**src/rtl/bcd_operand_entry_if.sv**
```systemverilog
// Operand-entry bus: switches and raw keys in, latched operand word and status out.
// KEY_BACK exists only when BCD_ENTRY_BACKSPACE_EN is defined.
interface bcd_operand_entry_if;
  logic [3:0]  DIGIT_IN;
  logic        OP_SEL;
  logic        KEY_ENTER;
  logic        KEY_CLEAR;
`ifdef BCD_ENTRY_BACKSPACE_EN
  logic        KEY_BACK;
`endif
  logic [16:0] OPERANDS;
  logic        VALID;
  logic [3:0]  CURSOR;
  logic        DIGIT_ERR;

  modport master (
`ifdef BCD_ENTRY_BACKSPACE_EN
    output KEY_BACK,
`endif
    output DIGIT_IN, OP_SEL, KEY_ENTER, KEY_CLEAR,
    input  OPERANDS, VALID, CURSOR, DIGIT_ERR
  );

  modport slave (
`ifdef BCD_ENTRY_BACKSPACE_EN
    input  KEY_BACK,
`endif
    input  DIGIT_IN, OP_SEL, KEY_ENTER, KEY_CLEAR,
    output OPERANDS, VALID, CURSOR, DIGIT_ERR
  );
endinterface

```
**src/rtl/bcd_operand_entry.sv**
```systemverilog
// Debounced pushbutton entry of two 2-digit BCD operands plus operator.
// Optional backspace key enabled by defining BCD_ENTRY_BACKSPACE_EN.
module bcd_operand_entry #(
  parameter int DEBOUNCE_CYCLES = 1000000,
  parameter int CNT_W           = 20
) (
  input  logic               CLOCK_50,
  input  logic               RESET_N,
  bcd_operand_entry_if.slave bus
);
`ifdef BCD_ENTRY_BACKSPACE_EN
  localparam int NK = 3;
`else
  localparam int NK = 2;
`endif
  localparam int K_ENTER = 0;
  localparam int K_CLEAR = 1;
  localparam logic [CNT_W-1:0] CNT_LAST = CNT_W'(DEBOUNCE_CYCLES - 1);

  typedef enum logic [2:0] {
    S_A_TENS, S_A_ONES, S_B_TENS, S_B_ONES, S_DONE
  } state_t;

  logic [NK-1:0]    key_raw;
  logic [NK-1:0]    sync1_q, sync2_q, stable_q, armed_q, press_q;
  logic [CNT_W-1:0] cnt_q [NK];

  state_t      state_q, state_d;
  logic [15:0] digits_q, digits_d;
  logic        op_q, op_d, valid_q, valid_d, err_q, err_d;
  logic        enter_p, clear_p;
  logic [3:0]  cursor;

  assign key_raw[K_ENTER] = bus.KEY_ENTER;
  assign key_raw[K_CLEAR] = bus.KEY_CLEAR;
`ifdef BCD_ENTRY_BACKSPACE_EN
  logic back_p;
  assign key_raw[2] = bus.KEY_BACK;
  assign back_p     = press_q[2];
`endif
  assign enter_p = press_q[K_ENTER];
  assign clear_p = press_q[K_CLEAR];

  // Synchronizers reset to "pressed" and a key is armed only after it has been
  // seen released, so a key held through reset never yields a press.
  always_ff @(posedge CLOCK_50 or negedge RESET_N) begin
    if (!RESET_N) begin
      sync1_q  <= '0;
      sync2_q  <= '0;
      stable_q <= '1;
      armed_q  <= '0;
      press_q  <= '0;
      for (int k = 0; k < NK; k++) cnt_q[k] <= '0;
    end else begin
      sync1_q <= key_raw;
      sync2_q <= sync1_q;
      armed_q <= armed_q | sync2_q;
      press_q <= '0;
      for (int k = 0; k < NK; k++) begin
        if (sync2_q[k] == stable_q[k]) begin
          cnt_q[k] <= '0;
        end else if (cnt_q[k] == CNT_LAST) begin
          stable_q[k] <= sync2_q[k];
          cnt_q[k]    <= '0;
          press_q[k]  <= stable_q[k] & armed_q[k];
        end else begin
          cnt_q[k] <= cnt_q[k] + 1'b1;
        end
      end
    end
  end

  always_ff @(posedge CLOCK_50 or negedge RESET_N) begin
    if (!RESET_N) begin
      state_q  <= S_A_TENS;
      digits_q <= '0;
      op_q     <= 1'b0;
      valid_q  <= 1'b0;
      err_q    <= 1'b0;
    end else begin
      state_q  <= state_d;
      digits_q <= digits_d;
      op_q     <= op_d;
      valid_q  <= valid_d;
      err_q    <= err_d;
    end
  end

  // Priority: CLEAR, then BACK (when built in), then ENTER.
  always_comb begin
    state_d  = state_q;
    digits_d = digits_q;
    op_d     = op_q;
    valid_d  = valid_q;
    err_d    = err_q;
    if (clear_p) begin
      state_d  = S_A_TENS;
      digits_d = '0;
      op_d     = 1'b0;
      valid_d  = 1'b0;
      err_d    = 1'b0;
    end
`ifdef BCD_ENTRY_BACKSPACE_EN
    else if (back_p) begin
      case (state_q)
        S_A_ONES: begin state_d = S_A_TENS; digits_d[15:12] = 4'd0; err_d = 1'b0; end
        S_B_TENS: begin state_d = S_A_ONES; digits_d[11:8]  = 4'd0; err_d = 1'b0; end
        S_B_ONES: begin state_d = S_B_TENS; digits_d[7:4]   = 4'd0; err_d = 1'b0; end
        S_DONE: begin
          state_d        = S_B_ONES;
          digits_d[3:0]  = 4'd0;
          op_d           = 1'b0;
          valid_d        = 1'b0;
          err_d          = 1'b0;
        end
        default: ;
      endcase
    end
`endif
    else if (enter_p) begin
      if (state_q == S_DONE) begin
        state_d  = S_A_TENS;
        digits_d = '0;
        op_d     = 1'b0;
        valid_d  = 1'b0;
      end else if (bus.DIGIT_IN > 4'd9) begin
        err_d = 1'b1;
      end else begin
        err_d = 1'b0;
        case (state_q)
          S_A_TENS: begin digits_d[15:12] = bus.DIGIT_IN; state_d = S_A_ONES; end
          S_A_ONES: begin digits_d[11:8]  = bus.DIGIT_IN; state_d = S_B_TENS; end
          S_B_TENS: begin digits_d[7:4]   = bus.DIGIT_IN; state_d = S_B_ONES; end
          S_B_ONES: begin
            digits_d[3:0] = bus.DIGIT_IN;
            op_d          = bus.OP_SEL;
            valid_d       = 1'b1;
            state_d       = S_DONE;
          end
          default: ;
        endcase
      end
    end
  end

  always_comb begin
    cursor = 4'b0000;
    case (state_q)
      S_A_TENS: cursor = 4'b1000;
      S_A_ONES: cursor = 4'b0100;
      S_B_TENS: cursor = 4'b0010;
      S_B_ONES: cursor = 4'b0001;
      default:  cursor = 4'b0000;
    endcase
  end

  assign bus.OPERANDS  = {op_q, digits_q};
  assign bus.VALID     = valid_q;
  assign bus.CURSOR    = cursor;
  assign bus.DIGIT_ERR = err_q;
endmodule

```
**src/flat_wrapper.sv**
```systemverilog
// flat-port wrapper written by rule: the top's interface ports become plain ports
module bcd_operand_entry_flat 
#(
  parameter int DEBOUNCE_CYCLES = 1000000,
  parameter int CNT_W           = 20
)
  (CLOCK_50, RESET_N, bus_DIGIT_IN, bus_OP_SEL, bus_KEY_ENTER, bus_KEY_CLEAR, bus_OPERANDS, bus_VALID, bus_CURSOR, bus_DIGIT_ERR);
  bcd_operand_entry_if bus_i ();
  input  logic CLOCK_50;
  input  logic RESET_N;
  input wire logic [$bits(bus_i.DIGIT_IN)-1:0] bus_DIGIT_IN;
  input wire logic [$bits(bus_i.OP_SEL)-1:0] bus_OP_SEL;
  input wire logic [$bits(bus_i.KEY_ENTER)-1:0] bus_KEY_ENTER;
  input wire logic [$bits(bus_i.KEY_CLEAR)-1:0] bus_KEY_CLEAR;
  output wire logic [$bits(bus_i.OPERANDS)-1:0] bus_OPERANDS;
  output wire logic [$bits(bus_i.VALID)-1:0] bus_VALID;
  output wire logic [$bits(bus_i.CURSOR)-1:0] bus_CURSOR;
  output wire logic [$bits(bus_i.DIGIT_ERR)-1:0] bus_DIGIT_ERR;
  assign bus_i.DIGIT_IN = bus_DIGIT_IN;
  assign bus_i.OP_SEL = bus_OP_SEL;
  assign bus_i.KEY_ENTER = bus_KEY_ENTER;
  assign bus_i.KEY_CLEAR = bus_KEY_CLEAR;
  assign bus_OPERANDS = bus_i.OPERANDS;
  assign bus_VALID = bus_i.VALID;
  assign bus_CURSOR = bus_i.CURSOR;
  assign bus_DIGIT_ERR = bus_i.DIGIT_ERR;
  bcd_operand_entry #(.DEBOUNCE_CYCLES(DEBOUNCE_CYCLES), .CNT_W(CNT_W)) u_core (.CLOCK_50(CLOCK_50), .RESET_N(RESET_N), .bus(bus_i));
endmodule
```
**config.mk**
```make
export PLATFORM = sky130hd
export DESIGN_NAME = bcd_operand_entry_flat
export DESIGN_NICKNAME = d
export VERILOG_FILES = /design/src/rtl/bcd_operand_entry_if.sv /design/src/rtl/bcd_operand_entry.sv /design/src/flat_wrapper.sv
export SDC_FILE = /design/constraint.sdc
export NUM_CORES = 1
export LEC_CHECK = 0
export ABC_CLOCK_PERIOD_IN_PS = 6600
export CAP_MARGIN = 20
export CORE_ASPECT_RATIO = 1.25
export CORE_MARGIN = 2
export CORE_UTILIZATION = 60
export CTS_BUF_LIST = sky130_fd_sc_hd__clkbuf_4 sky130_fd_sc_hd__clkbuf_8
export DETAILED_ROUTE_END_ITERATION = 6
export DONT_BUFFER_PORTS = 1
export PLACE_DENSITY = 0.79
export SETUP_SLACK_MARGIN = 0.1
export SYNTH_ARGS = -nofsm -noshare
export SYNTH_HDL_FRONTEND = slang
export SYNTH_SLANG_ARGS = --single-unit
```
**constraint.sdc**
```tcl
create_clock -name CLOCK_50 -period 6.6 [get_ports CLOCK_50]
set_clock_uncertainty 0.1 [all_clocks]
set_input_delay 1.32 -clock CLOCK_50 [delete_from_list [all_inputs] [get_ports CLOCK_50]]
set_output_delay 1.32 -clock CLOCK_50 [all_outputs]
set_load 0.01 [all_outputs]
```
==> results_dict.tcl <==
set metrics [dict create \
    worstMarginPinSlew_ns 0.718 \
    slew_headroom_pct 52.0 \
    ys_seq_elements 72 \
    cts_tree "yes" \
    dr_total_vias 2356 \
    min_delay_path_depth 0 \
    antenna_left 0 \
    path_max_fanout 11 \
    cts_resized 0 \
    min_period_ns 2.79 \
    nets 345 \
    p_leak_uw 0.00148 \
    ir_worst_vdd_mv 0.149 \
    slew_viol_final 0 \
    crit_chain "nor2b_1 > nor2b_1" \
    status "complete, no violations" \
    finalPower_uw 797 \
    synthArstFlopShare_pct 100 \
    grt_pass1_wl_um 10300 \
    grt_pass1_vias 2303 \
    crit_buf_inv 0 \
    drtPass1Iterations 6 \
    routed_via_density 5.86 \
    power_density_nw_per_um2 222 \
    rsz0062_at_grt "no" \
    clk_path_buf_depth 2 \
    core-area_um2 5410 \
    die_area_um2 6220 \
    h-tree-depth 3 \
    r2r_cells 5 \
    routed_wirelength_um 6140 \
    final.fill_count 421 \
    post_cts_buffers 0 \
    die_y_um 87.6 \
    cp_common_cell "nor2b_1" \
    finalHoldViolations 0 \
    syn_area_um2 3360 \
    synthDistinctLibCells 41 \
    layout_commonest_cell "dfrtp_1" \
    root_buffer "clkbuf_8" \
    syn_to_final_growth_pct 7.04 \
    arrival_ns 1.37 \
    synthFlopType "dfrtp_1" \
    holdWs_ns 0.249 \
    required_ns 5.18 \
    clkLatencyLatePin_ns 0.34 \
    clkSinkCount 72 \
    grt_overflow 0 \
    track_usage_pct 21.2 \
    rows 30 \
    dp_hpwl_um 4110 \
    synth_edf_count 0 \
    drive_gt1_share_pct 7.69 \
    cpMaxStageDelayCell "dfrtp_1" \
    setup_viol 0 \
    critPathLaunchType "flip-flop" \
    cp.depth 2 \
    clock.fmax_ghz 0.359 \
    setup_tns_ns 0 \
    period_share_pct 42.2 \
    grt_max_degree 73 \
    pin_count 32 \
    port_buffers 0 \
    antenna_cells 0 \
    syn_area_per_cell_um2 10.1 \
    ys_seq_area_share_pct 53.7 \
    final_cell_mix "dfrtp_1, nor2_1, nand2_1, xnor2_1, inv_1" \
    endpoint_kind "output pin" \
    drcViolationCount 0 \
    crit_family "flip-flops" \
    gp_congestion 0.805 \
    cpPeakStageDelay_ns 0.54 \
    initial_utilization_pct 62.1 \
    maxCapViolations 0 \
    ys_warn_count 0 \
    hold_path.class "reg -> reg" \
    numCtsBuffers 9 \
    die_x_um 70.9 \
    postSynthCellCount 334 \
    cts.clk_slew.worst_paths_ns 0.07 \
    wl_per_cell_um 15.3 \
    crit_type "reg -> out" \
    antenna_found_initial 0 \
    drt_iter0_drc 149 \
    hold_buffers 0 \
    syn_nets 345 \
]
-- cells in the mapped netlist (all sizes together) (3+ instances only) --
master	count	area (µm²)
dfrtp	70	1750
inv	18	67.6
xor2	9	78.8
nand2	20	75.1
nand3	15	80.1
nor3	11	55.1
xnor2	19	166
a22o	3	26.3
mux2i	14	140
nor2	37	139
and3	3	20.0
or3	11	68.8
a21oi	16	80.1
nor4b	3	26.3
clkbuf	11	41.3
nand2b	12	75.1
nor4	6	37.5
nand4	7	43.8
nor2b	6	37.5
o21ai	13	65.1
or4	5	37.5
-- metrics by stage --
stage	setup slack, ns	std cells	instance area (µm²)	utilization [%]
5_1_grt	3.74	402	3590	66.5
4_1_cts	3.80	402	3590	66.5
3_3_place_gp	3.75	387	3400	63.0
6_report	3.81	402	3590	66.5
3_5_place_dp	3.64	387	3400	63.0
2_1_floorplan	3.95	334	3360	-
-- power by group --
part           switching, µW  leakage, µW  internal [µW]
combinational           7.87     0.000489           4.42
sequential              4.07     0.000890            445
clock                    150     0.000102            185
-- sequential cells by signal, indices dropped and copies added (netlist names) --
name	cells
u_core.sync1_q	2
u_core.cnt_q	40
u_core.armed_q	2
u_core.press_q	2
u_core.op_q	1
u_core.state_q	3
u_core.stable_q	2
u_core.sync2_q	2
u_core.bus.DIGIT_ERR	1
u_core.digits_q	16
u_core.bus.VALID	1
-- cell type report --
type / instances / area [µm²] / share of cell area (%)
clock buffers: 11 / 145 / 4.04
clock inverters: 4 / 45.0 / 1.25
multi-input cells: 231 / 1440 / 40.0
well taps: 64 / 80.1 / 2.23
flip-flops and latches: 72 / 1800 / 50.2
repair buffers: 2 / 15.0 / 0.418
inverters: 18 / 67.6 / 1.88
-- final timing paths --
path | slack, ns | end | from
setup / recovery | 3.81 | bus_CURSOR[2] | u_core.state_q[0]$_DFFE_PN0P_
hold / removal | 0.25 | u_core.sync2_q[1]$_DFF_PN0_ | u_core.sync1_q[1]$_DFF_PN0_
setup reg to reg | 4.33 | u_core.cnt_q[18]$_DFF_PN0_ | u_core.cnt_q[0]$_DFF_PN0_
hold reg to reg | 0.25 | u_core.sync2_q[1]$_DFF_PN0_ | u_core.sync1_q[1]$_DFF_PN0_
max in group asynchronous | 5.64 | u_core.stable_q[0]$_DFFE_PN1P_ | RESET_N
min in group asynchronous | 0.57 | u_core.cnt_q[16]$_DFF_PN0_ | RESET_N
-- layer usage --
layer	vias to the layer above	global-route usage (%)	routed length, µm	share of wire, %
li1	1151	-	-	-
met1	1143	26.0	2700	44
met2	52	35.7	3050	50
met3	10	4.49	262	4.3
met4	0	10.8	129	2.1
met5	-	0	0	0
-- kinds of logic after synthesis --
| group | after synthesis | share of synthesized area, % |
|---|---|---|
| buffers and inverters | 31 | 3.61 |
| adder cells (fa/ha/maj) | 2 | 0.745 |
| AND/OR/NAND/NOR | 145 | 22.8 |
| multiplexers | 16 | 4.84 |
| flip-flops | 72 | 53.7 |
| AO/OA/AOI/OAI | 40 | 6.97 |
| XOR/XNOR | 28 | 7.30 |
Note: power is estimated with default switching activity, not from simulation.
